**config.mk**
```make
export PLATFORM = sky130hd
export DESIGN_NAME = msi_line_controller
export DESIGN_NICKNAME = d
export VERILOG_FILES = /design/src/rtl/msi_line_controller.sv
export SDC_FILE = /design/constraint.sdc
export NUM_CORES = 1
export LEC_CHECK = 0
export BUFFER_PORTS_ARGS = -buffer_cell sky130_fd_sc_hd__clkbuf_2
export CAP_MARGIN = 25
export CELL_PAD_IN_SITES_DETAIL_PLACEMENT = 0
export CELL_PAD_IN_SITES_GLOBAL_PLACEMENT = 1
export CORE_MARGIN = 2
export CORE_UTILIZATION = 37
export DETAILED_ROUTE_END_ITERATION = 10
export PLACE_DENSITY_LB_ADDON = 0.1
export SYNTH_ARGS = -nofsm -noshare
export SYNTH_HDL_FRONTEND = slang
export SYNTH_SLANG_ARGS = --single-unit
```
**constraint.sdc**
```tcl
create_clock -name clock -period 2.3 [get_ports clock]
set_clock_uncertainty 0.05 [all_clocks]
set_input_delay 0 -clock clock [delete_from_list [all_inputs] [get_ports clock]]
set_output_delay 0 -clock clock [all_outputs]
set_load 0.02 [all_outputs]
```
**src/rtl/msi_line_controller.sv**
```systemverilog
// MSI coherence controller for one cache line: CPU request FSM plus snoop responder.
// Build option MSI_LINE_CTRL_STATS_EN adds saturating hit/miss counters.
`timescale 1ns/1ps
module msi_line_controller #(
    parameter int ADDR_W = 3,
    parameter int DATA_W = 4
) (
    input  logic              clock,
    input  logic              reset,
    input  logic              cpu_req,
    input  logic              cpu_we,
    input  logic [ADDR_W-1:0] cpu_addr,
    input  logic [DATA_W-1:0] cpu_wdata,
    output logic              cpu_ready,
    output logic [DATA_W-1:0] cpu_rdata,
    input  logic [1:0]        blk_state,
    input  logic [ADDR_W-1:0] blk_addr,
    input  logic [DATA_W-1:0] blk_data,
    output logic              blk_write,
    output logic [1:0]        blk_state_o,
    output logic [ADDR_W-1:0] blk_addr_o,
    output logic [DATA_W-1:0] blk_data_o,
    output logic              bus_req,
    input  logic              bus_grant,
    output logic [1:0]        bus_msg,
    output logic [ADDR_W-1:0] bus_addr,
    output logic              bus_wb,
    output logic [DATA_W-1:0] bus_wb_data,
    input  logic              mem_valid,
    input  logic [DATA_W-1:0] mem_data,
    input  logic              snoop_valid,
    input  logic [1:0]        snoop_msg,
    input  logic [ADDR_W-1:0] snoop_addr,
`ifdef MSI_LINE_CTRL_STATS_EN
    output logic [7:0]        hit_count,
    output logic [7:0]        miss_count,
`endif
    output logic [2:0]        dbg_state
);
    // Handshakes: cpu_req is a one-cycle strobe taken only in IDLE and answered by a
    // one-cycle cpu_ready; bus_req is held high until this controller has finished its
    // bus transaction, and bus actions are issued only in cycles where bus_grant is high.
    localparam logic [1:0] ST_I = 2'b00, ST_S = 2'b01, ST_M = 2'b10;
    localparam logic [1:0] MSG_NONE = 2'b00, MSG_RD = 2'b01, MSG_WR = 2'b10, MSG_INV = 2'b11;

    typedef enum logic [2:0] {IDLE, LOOKUP, ARB, MEM_WAIT, FILL} state_t;
    typedef enum logic [1:0] {P_RD, P_WR, P_INV, P_WB} pend_t;

    state_t            state;
    pend_t             pending;
    pend_t             miss_kind;
    logic              req_we;
    logic [ADDR_W-1:0] req_addr;
    logic [DATA_W-1:0] req_wdata;
    logic [DATA_W-1:0] fill_data;
    logic              mem_got;

    logic [1:0]        line_state;
    logic [ADDR_W-1:0] line_addr;
    logic [DATA_W-1:0] line_data;
    logic              line_s, line_m, hit, snoop_hit, snoop_wb, snoop_act;

    // The line storage lags our registered write by one cycle, so forward it.
    always_comb begin
        line_state = blk_write ? blk_state_o : blk_state;
        line_addr  = blk_write ? blk_addr_o  : blk_addr;
        line_data  = blk_write ? blk_data_o  : blk_data;
        miss_kind  = req_we ? P_WR : P_RD;
    end

    assign line_s    = (line_state == ST_S);
    assign line_m    = (line_state == ST_M);
    assign hit       = (line_addr == req_addr) && (line_s || line_m);
    assign snoop_hit = snoop_valid && (snoop_addr == line_addr) && (line_s || line_m);
    // Any foreign request against a Modified line forces a writeback.
    assign snoop_wb  = snoop_hit && line_m && (snoop_msg != MSG_NONE);
    assign snoop_act = snoop_wb || (snoop_hit && line_s && snoop_msg[1]);
    assign dbg_state = state;

    always_ff @(posedge clock or posedge reset) begin
        if (reset) begin
            state       <= IDLE;
            pending     <= P_RD;
            req_we      <= 1'b0;
            req_addr    <= '0;
            req_wdata   <= '0;
            fill_data   <= '0;
            mem_got     <= 1'b0;
            cpu_ready   <= 1'b0;
            cpu_rdata   <= '0;
            blk_write   <= 1'b0;
            blk_state_o <= ST_I;
            blk_addr_o  <= '0;
            blk_data_o  <= '0;
            bus_req     <= 1'b0;
            bus_msg     <= MSG_NONE;
            bus_addr    <= '0;
            bus_wb      <= 1'b0;
            bus_wb_data <= '0;
        end else begin
            cpu_ready   <= 1'b0;
            blk_write   <= 1'b0;
            blk_state_o <= ST_I;
            blk_addr_o  <= '0;
            blk_data_o  <= '0;
            bus_msg     <= MSG_NONE;
            bus_addr    <= '0;
            bus_wb      <= 1'b0;
            bus_wb_data <= '0;
            if (snoop_act) begin
                blk_write   <= 1'b1;
                blk_state_o <= (line_m && snoop_msg == MSG_RD) ? ST_S : ST_I;
                blk_addr_o  <= line_addr;
                blk_data_o  <= line_data;
                if (line_m) begin
                    bus_wb      <= 1'b1;
                    bus_addr    <= line_addr;
                    bus_wb_data <= line_data;
                end
                // Line left S/M under us: an upgrade or victim writeback becomes a plain miss.
                if (state == ARB && (pending == P_INV || pending == P_WB))
                    pending <= miss_kind;
                if (state == MEM_WAIT && mem_valid && !mem_got) begin
                    fill_data <= mem_data;
                    mem_got   <= 1'b1;
                end
            end else begin
                case (state)
                    IDLE: begin
                        if (cpu_req) begin
                            req_we    <= cpu_we;
                            req_addr  <= cpu_addr;
                            req_wdata <= cpu_wdata;
                            state     <= LOOKUP;
                        end
                    end
                    LOOKUP: begin
                        if (hit && !req_we) begin
                            cpu_rdata <= line_data;
                            cpu_ready <= 1'b1;
                            state     <= IDLE;
                        end else if (hit && line_m) begin
                            blk_write   <= 1'b1;
                            blk_state_o <= ST_M;
                            blk_addr_o  <= req_addr;
                            blk_data_o  <= req_wdata;
                            cpu_ready   <= 1'b1;
                            state       <= IDLE;
                        end else begin
                            if (hit)         pending <= P_INV;
                            else if (line_m) pending <= P_WB;
                            else             pending <= miss_kind;
                            bus_req <= 1'b1;
                            state   <= ARB;
                        end
                    end
                    ARB: begin
                        if (bus_grant) begin
                            case (pending)
                                P_WB: begin
                                    bus_wb      <= 1'b1;
                                    bus_addr    <= line_addr;
                                    bus_wb_data <= line_data;
                                    blk_write   <= 1'b1;
                                    blk_state_o <= ST_I;
                                    blk_addr_o  <= line_addr;
                                    blk_data_o  <= line_data;
                                    pending     <= miss_kind;
                                end
                                P_INV: begin
                                    bus_msg     <= MSG_INV;
                                    bus_addr    <= req_addr;
                                    blk_write   <= 1'b1;
                                    blk_state_o <= ST_M;
                                    blk_addr_o  <= req_addr;
                                    blk_data_o  <= req_wdata;
                                    cpu_ready   <= 1'b1;
                                    bus_req     <= 1'b0;
                                    state       <= IDLE;
                                end
                                default: begin
                                    bus_msg  <= (pending == P_WR) ? MSG_WR : MSG_RD;
                                    bus_addr <= req_addr;
                                    mem_got  <= 1'b0;
                                    state    <= MEM_WAIT;
                                end
                            endcase
                        end
                    end
                    MEM_WAIT: begin
                        if (mem_valid || mem_got) begin
                            if (!mem_got) fill_data <= mem_data;
                            mem_got <= 1'b0;
                            state   <= FILL;
                        end
                    end
                    FILL: begin
                        blk_write   <= 1'b1;
                        blk_state_o <= req_we ? ST_M : ST_S;
                        blk_addr_o  <= req_addr;
                        blk_data_o  <= req_we ? req_wdata : fill_data;
                        if (!req_we) cpu_rdata <= fill_data;
                        cpu_ready   <= 1'b1;
                        bus_req     <= 1'b0;
                        state       <= IDLE;
                    end
                    default: state <= IDLE;
                endcase
            end
        end
    end

`ifdef MSI_LINE_CTRL_STATS_EN
    always_ff @(posedge clock or posedge reset) begin
        if (reset) begin
            hit_count  <= '0;
            miss_count <= '0;
        end else if (state == LOOKUP && !snoop_act) begin
            if (hit) begin
                if (hit_count != 8'hFF) hit_count <= hit_count + 8'd1;
            end else if (miss_count != 8'hFF) begin
                miss_count <= miss_count + 8'd1;
            end
        end
    end
`endif
endmodule
```
# ---- Word-level counts from Yosys, hierarchy flattened
# Cells that the tools add are included.
dict set report totals {
  reg_bits 44
  output_inout_bits 29
  word_cells 175
}
dict set report classes {
  n_eq_ne 30
  mux 91
  bitwise_logic 1
  n_reduce_logical 35
}
# cell count
set op_table {}
lappend op_table {{two-way mux 4 bit} 18}
lappend op_table {{two-way mux 2 bit} 21}
lappend op_table {{two-way mux 3 bit} 13}
lappend op_table {{two-way mux 1 bit} 25}
lappend op_table {{case mux 4 bit (2 select lines)} 2}
lappend op_table {{!= test 2 bit, second input constant} 7}
lappend op_table {{logical AND 1 bit} 13}
lappend op_table {{!= test 3 bit, second input constant} 4}
lappend op_table {{case mux 3 bit (2 select lines)} 2}
lappend op_table {{case mux 3 bit (4 select lines)} 1}
lappend op_table {{case mux 4 bit (3 select lines)} 1}
lappend op_table {{AND reduction 6 bit} 2}
lappend op_table {{!= test 2 x 1 -> 1 bit, second input constant} 5}
lappend op_table {{AND reduction 5 bit} 2}
lappend op_table {{case mux 1 bit (3 select lines)} 3}
lappend op_table {{case mux 3 bit (3 select lines)} 1}
lappend op_table {{nonzero test 3 bit} 3}
lappend op_table {{case mux 2 bit (2 select lines)} 2}
lappend op_table {{AND reduction 4 bit} 2}
lappend op_table {{nonzero test 2 bit} 4}
lappend op_table {{== test 2 x 1 -> 1 bit, second input constant} 3}
lappend op_table {{== test 2 bit, second input constant} 3}
lappend op_table {{== test 3 x 2 -> 1 bit, second input constant} 2}
lappend op_table {{== test 3 bit} 2}
lappend op_table {{11 further kinds} 16}

# ---- Depth between registers and ports, before layout
dict set report depth {
  word_depth 9
  ltp_mapped 11
}

# ---- Least setup slack after synthesis
# OpenSTA, ideal clock, no wires.
dict set report synth_path {
  kind {register -> register}
  startpoint {register blk_write}
  endpoint {register pending[0]}
  arrival_ps 2444
  required_time_ps 2125
  path_slack_ps -319
  stages_incl_launch_ff 11
  n_path_buf 1
  period_less_slack_ps 2619
  path_cell_list {dfrtp_1 -> buf_6 -> mux2i_1 -> inv_1 -> ha_1 -> nand2b_1 -> nor3_1 -> nand4_4 -> nor3_2 -> a21oi_2 -> mux2_4}
}
dict set report synth_via {
  elab_chain_cells 9
  word_cells_on_any_way 30
}
# item line_no
set synth_rtl {}
lappend synth_rtl {{from (decl)} 19} ;# output logic blk_write,
lappend synth_rtl {{from (signal assigned)} 91} ;# blk_write <= 1'b0;
lappend synth_rtl {{from (signal assigned)} 102} ;# blk_write <= 1'b0;
lappend synth_rtl {{from (signal assigned)} 111} ;# blk_write <= 1'b1;
lappend synth_rtl {{two-way mux 2 bit or two-way mux 3 bit (tied branches)} {65, 66}}
lappend synth_rtl {{== test 2 x 1 -> 1 bit (tied with other cells)} 71} ;# assign line_s = (line_state == ST_S);
lappend synth_rtl {{logical OR 1 bit or logical AND 1 bit (tied branches)} {73, 74}}
lappend synth_rtl {{logical AND 1 bit (on tied branches)} {73, 74}}
lappend synth_rtl {{two-way mux 2 bit (tied with other cells)} 150} ;# if (hit) pending <= P_INV;
lappend synth_rtl {{two-way mux 2 bit (tied with other cells)} 142} ;# end else if (hit && line_m) begin
lappend synth_rtl {{two-way mux 2 bit or logical OR 1 bit (tied branches)} {138, 77}}
lappend synth_rtl {{case mux 2 bit (2 select lines) (tied with other cells)} 128} ;# case (state)
lappend synth_rtl {{two-way mux 2 bit or AND reduction 6 bit (tied branches)} --}
lappend synth_rtl {{to (signal assigned)} 122} ;# pending <= miss_kind;
lappend synth_rtl {{to (signal assigned)} 152} ;# else pending <= miss_kind;
lappend synth_rtl {{to (signal assigned)} 168} ;# pending <= miss_kind;
lappend synth_rtl {{to (decl)} 50} ;# pend_t pending;
# Parallel ways exist; a longest one is shown, timed or not. The select of a mux whose other input is x is not followed.
# A chain may end at the register's enable or synchronous reset.

# ---- Final worst setup path
dict set report layout_path {
  startpoint {register blk_write}
  endpoint {register req_wdata[0]}
}
dict set report layout_via {
  elab_chain_cells 9
  word_cells_on_any_way 15
}
# item line_no
set layout_rtl {}
lappend layout_rtl {{two-way mux 3 bit or two-way mux 2 bit (tied branches)} {66, 65}}
lappend layout_rtl {{== test 3 bit (tied with other cells)} 74} ;# assign snoop_hit = snoop_valid && (snoop_addr == line_addr) && (line_s || line_m);
lappend layout_rtl {{logical AND 1 bit or logical OR 1 bit (tied branches)} 74}
lappend layout_rtl {{logical AND 1 bit} 74}
lappend layout_rtl {{logical AND 1 bit (on tied branches) (2 in a row)} {76, 77}}
lappend layout_rtl {{logical OR 1 bit (*)} 77} ;# assign snoop_act = snoop_wb || (snoop_hit && line_s && snoop_msg[1]);
lappend layout_rtl {{inverter 1 bit (no source line) (*)} --}
lappend layout_rtl {{AND reduction 3 bit (no source line) (*)} --}
lappend layout_rtl {{to (signal assigned)} 133} ;# req_wdata <= cpu_wdata;
lappend layout_rtl {{to (decl)} 54} ;# logic [DATA_W-1:0] req_wdata;
# Mark *: on every way between the ends. The rest lies on a longest branch, timed or not.

==> reports/metrics.yaml <==
route:
  drt.antenna.violating_nets: 0
  wl_per_cell_um: 15.3
  num_vias: 1935
  wl_mm: 5.93
  dr.first_iter.drc_count: 90
  drtPass1Iterations: 4
  vias_per_cell: 5.00
  route.detailed.drc: 0
yosys:
  synth_top_area_share_pct: 47.0
  synth_top_area_cell: "dfrtp_1"
  synth_top_cells_by_area: "dfrtp_1, mux2i_1, mux2_1"
  syn_nets: 241
  synth_area_um2: 2340
  synth_async_sr_flop_share_pct: 100
  synth_cells: 205
  ys_seq_elements: 44
  avgSynthCellArea_um2: 11.4
  synth_edf_count: 0
  yosys_most_used_dff: "dfrtp_1"
  ys_warn_count: 0
  seq_area_frac_synth_pct: 47.0
  synthDistinctLibCells: 47
sta:
  finalCritPeriodShare_pct: 101
  max-slew-margin-rel_pct: 62.7
  tns_ns: -0.187
  report.final.slew_viol_count: 0
  fmax_ghz: 0.430
  setup_viol: 11
  setup_ws_ns: -0.0278
  finalHoldViolCount: 0
  rsz0062_at_grt: "yes"
  min_period_ns: 2.33
  tightest_slew_ns: 0.557
hold_path:
  hold_class: "in -> reg"
  worstHoldStart: "blk_data[2]"
global_route:
  grt_first_pass_wirelength_mm: 9.96
  grt_overflow: 0
  grt_pass1_vias: 2016
  grt.total_usage_pct: 17.7
  antenna_found_initial: 0
  grt_max_degree: 17
die:
  fp.coreArea_um2: 6240
  initial_core_util_pct: 37.6
  row_count: 29
  die_h_um: 83.6
  die_area_um2: 6990
  fp.dieW_um: 83.6
  ios: 61
finish:
  drive_above_1_share_pct: 46.1
  area_growth_pct: 45.1
  ff_latch_area_um2: 1100
  fin_nets: 346
  num_antenna_cells: 0
  fin_area_um2: 3400
  nFillCells: 600
  final_cells: 387
  multiInputGateArea_um2: 1340
run_status:
  violations: "negative setup slack"
  outcome: "complete, but fails checks"
job:
  max_cap_viol_count: 0
worst_setup_path:
  endpoint: "req_wdata[0]"
  r2r_setup_slack_ns: -0.03
  endpoint_kind: "register"
  crit-reg2reg-launch: "blk_write"
  crit_path_start: "blk_write"
  crit_slowest_cell: "dfrtp_2"
  crit_chain: "mux2i_2, inv_1, ha_4, nand2b_4, nor3_4, nand4_4, nand4b_4, mux2_4"
  r2r_cells: 8
  path_class: "reg -> reg"
  max_stage_delay_ns: 0.44
  cp.depth: 8
  cp-start-kind: "register"
  cp.arrival_ns: 2.46
  path_max_fanout: 8
  cp.required_ns: 2.43
  cp_num_buf_inv: 1
  r2r_end: "req_wdata[0]"
  crit_family: "simple AND/OR/NAND/NOR gates"
power:
  power.leakage_nw: 1.68
  total_power_mw: 3.73
  power_density_nw_per_um2: 1090
  ir_drop_v: 0.000565
clock_network:
  clk_pin_slew_ns: 0.08
  cts_max_path_buffers: 2
  cts_num_sinks: 44
  worstSkewPairLatency_ns: 0.29
  cts_tree: "yes"
  root_buffer: "clkbuf_8"
  numCtsBuffers: 5
  htree_levels: 2
placement:
  port-buffer-count: 60
  gp_congestion: 0.805
  dp_hpwl_mm: 4.34
  post-place-ws_ns: -0.0591
  post_dp_cell_area_um2: 2950
  place_inst: 358
## registers in the layout, indices dropped and copies added (netlist names)
name	count
blk_data_o	4
bus_wb_data	4
cpu_rdata	4
fill_data	4
req_wdata	4
blk_addr_o	3
bus_addr	3
dbg_state	3
req_addr	3
blk_state_o	2
bus_msg	2
pending	2
blk_write	1
bus_req	1
bus_wb	1
cpu_ready	1
mem_got	1
req_we	1
## worst min-delay path: stages
cell,delay (ns)
clkbuf_2,0.07
mux2i_1,0.11
nor2_1,0.13
## layout make-up
| class | instances | share of cell area (%) |
|---|---|---|
| clock inverter | 2 | 1.76 |
| inverter | 16 | 1.76 |
| clock buffer | 5 | 2.02 |
| tap | 77 | 2.83 |
| timing repair buffer | 102 | 19.9 |
| multi-input combinational | 141 | 39.4 |
| sequential | 44 | 32.4 |
## through the flow
step                      hold WS [ns]  util (%)
final                          0.00883      54.5
after global routing            0.0340      54.5
after CTS                       0.0135      53.0
after detailed placement       -0.0581      47.3
after global placement         -0.0658      47.3
after floorplan                 0.0668         -
## cells in the final DEF, fill, tap and decap left out, types with 2 or more instances in the layout
cell type	n
dlygate4sd3_1	18
bufinv_16	2
nor2_2	2
inv_1	14
o221ai_1	3
o2bb2ai_2	3
buf_4	20
clkbuf_2	60
a31oi_1	2
clkbuf_8	5
o21ai_0	6
nand2_1	14
dfrtp_1	43
buf_6	4
mux2i_1	11
mux2i_4	4
nand3_1	3
nor2b_1	3
o2bb2ai_1	3
ha_1	2
a21oi_1	8
nor3_1	2
nor2_1	18
a21oi_4	2
nor3_4	2
mux2_4	13
a21oi_2	3
xor2_2	4
## report_power, final
group          total [mW]  internal (mW)  switching, mW  leakage [nW]
logic                1.78          0.873          0.904          1.05
clock network       0.691          0.428          0.263        0.0642
registers            1.26           1.01          0.242         0.566
## synth_stat cells (2+ instances only)
master / instances
mux2_1: 8
a21oi_4: 2
o221ai_1: 4
mux2i_1: 13
clkbuf_1: 3
nand3_1: 4
xor2_1: 3
o2bb2ai_1: 6
a21oi_1: 9
xor2_2: 3
nor2_1: 20
inv_1: 15
o21ai_0: 6
mux2_4: 5
nor3_2: 2
nor3_1: 3
dfrtp_1: 44
mux2i_4: 3
a21oi_2: 2
ha_1: 4
buf_6: 2
nand2_1: 15
a31oi_1: 2
nand2b_1: 2
nor2b_1: 3
## kinds of logic after synthesis
logic type,Yosys count,share of synthesized area [%]
AND/OR/NAND/NOR,58,13.6
AO/OA/AOI/OAI,43,14.6
flip-flops,44,47.0
buffers and inverters,21,4.00
multiplexers,29,15.5
XOR/XNOR,6,3.20
adder cells (fa/ha/maj),4,2.13
## repair_timing
action	in CTS	in global routing
hold buffers	18	0
endpoints found under the setup margin	22	32
buffers inserted	2	1
hold endpoints to repair	32	0
gates cloned	1	0
pin swaps	5	3
resized for setup	4	19
## routing by layer
metal  up-vias  track usage [%]  part of all wire, %  wire length [um]
met1       944             24.8                   46              2750
met3         8             3.86                  5.4               323
li1        929                -                    -                 -
met2        54             27.6                   47              2770
met4         0             5.57                  1.5                89
met5         -                0                    0                 0
## worst min-delay path by stage
stage / end / slack (ns) / cells past startpoint
2_1_floorplan: fill_data[0] / 0.07 / 2
3_3_place_gp: bus_wb_data[2] / -0.07 / 2
3_5_place_dp: bus_wb_data[2] / -0.06 / 2
4_1_cts: bus_wb_data[2] / 0.01 / 3
5_1_grt: blk_addr_o[1] / 0.03 / 3
6_report: bus_wb_data[2] / 0.009 / 3
No activity file was read; power rests on OpenSTA's default activity.
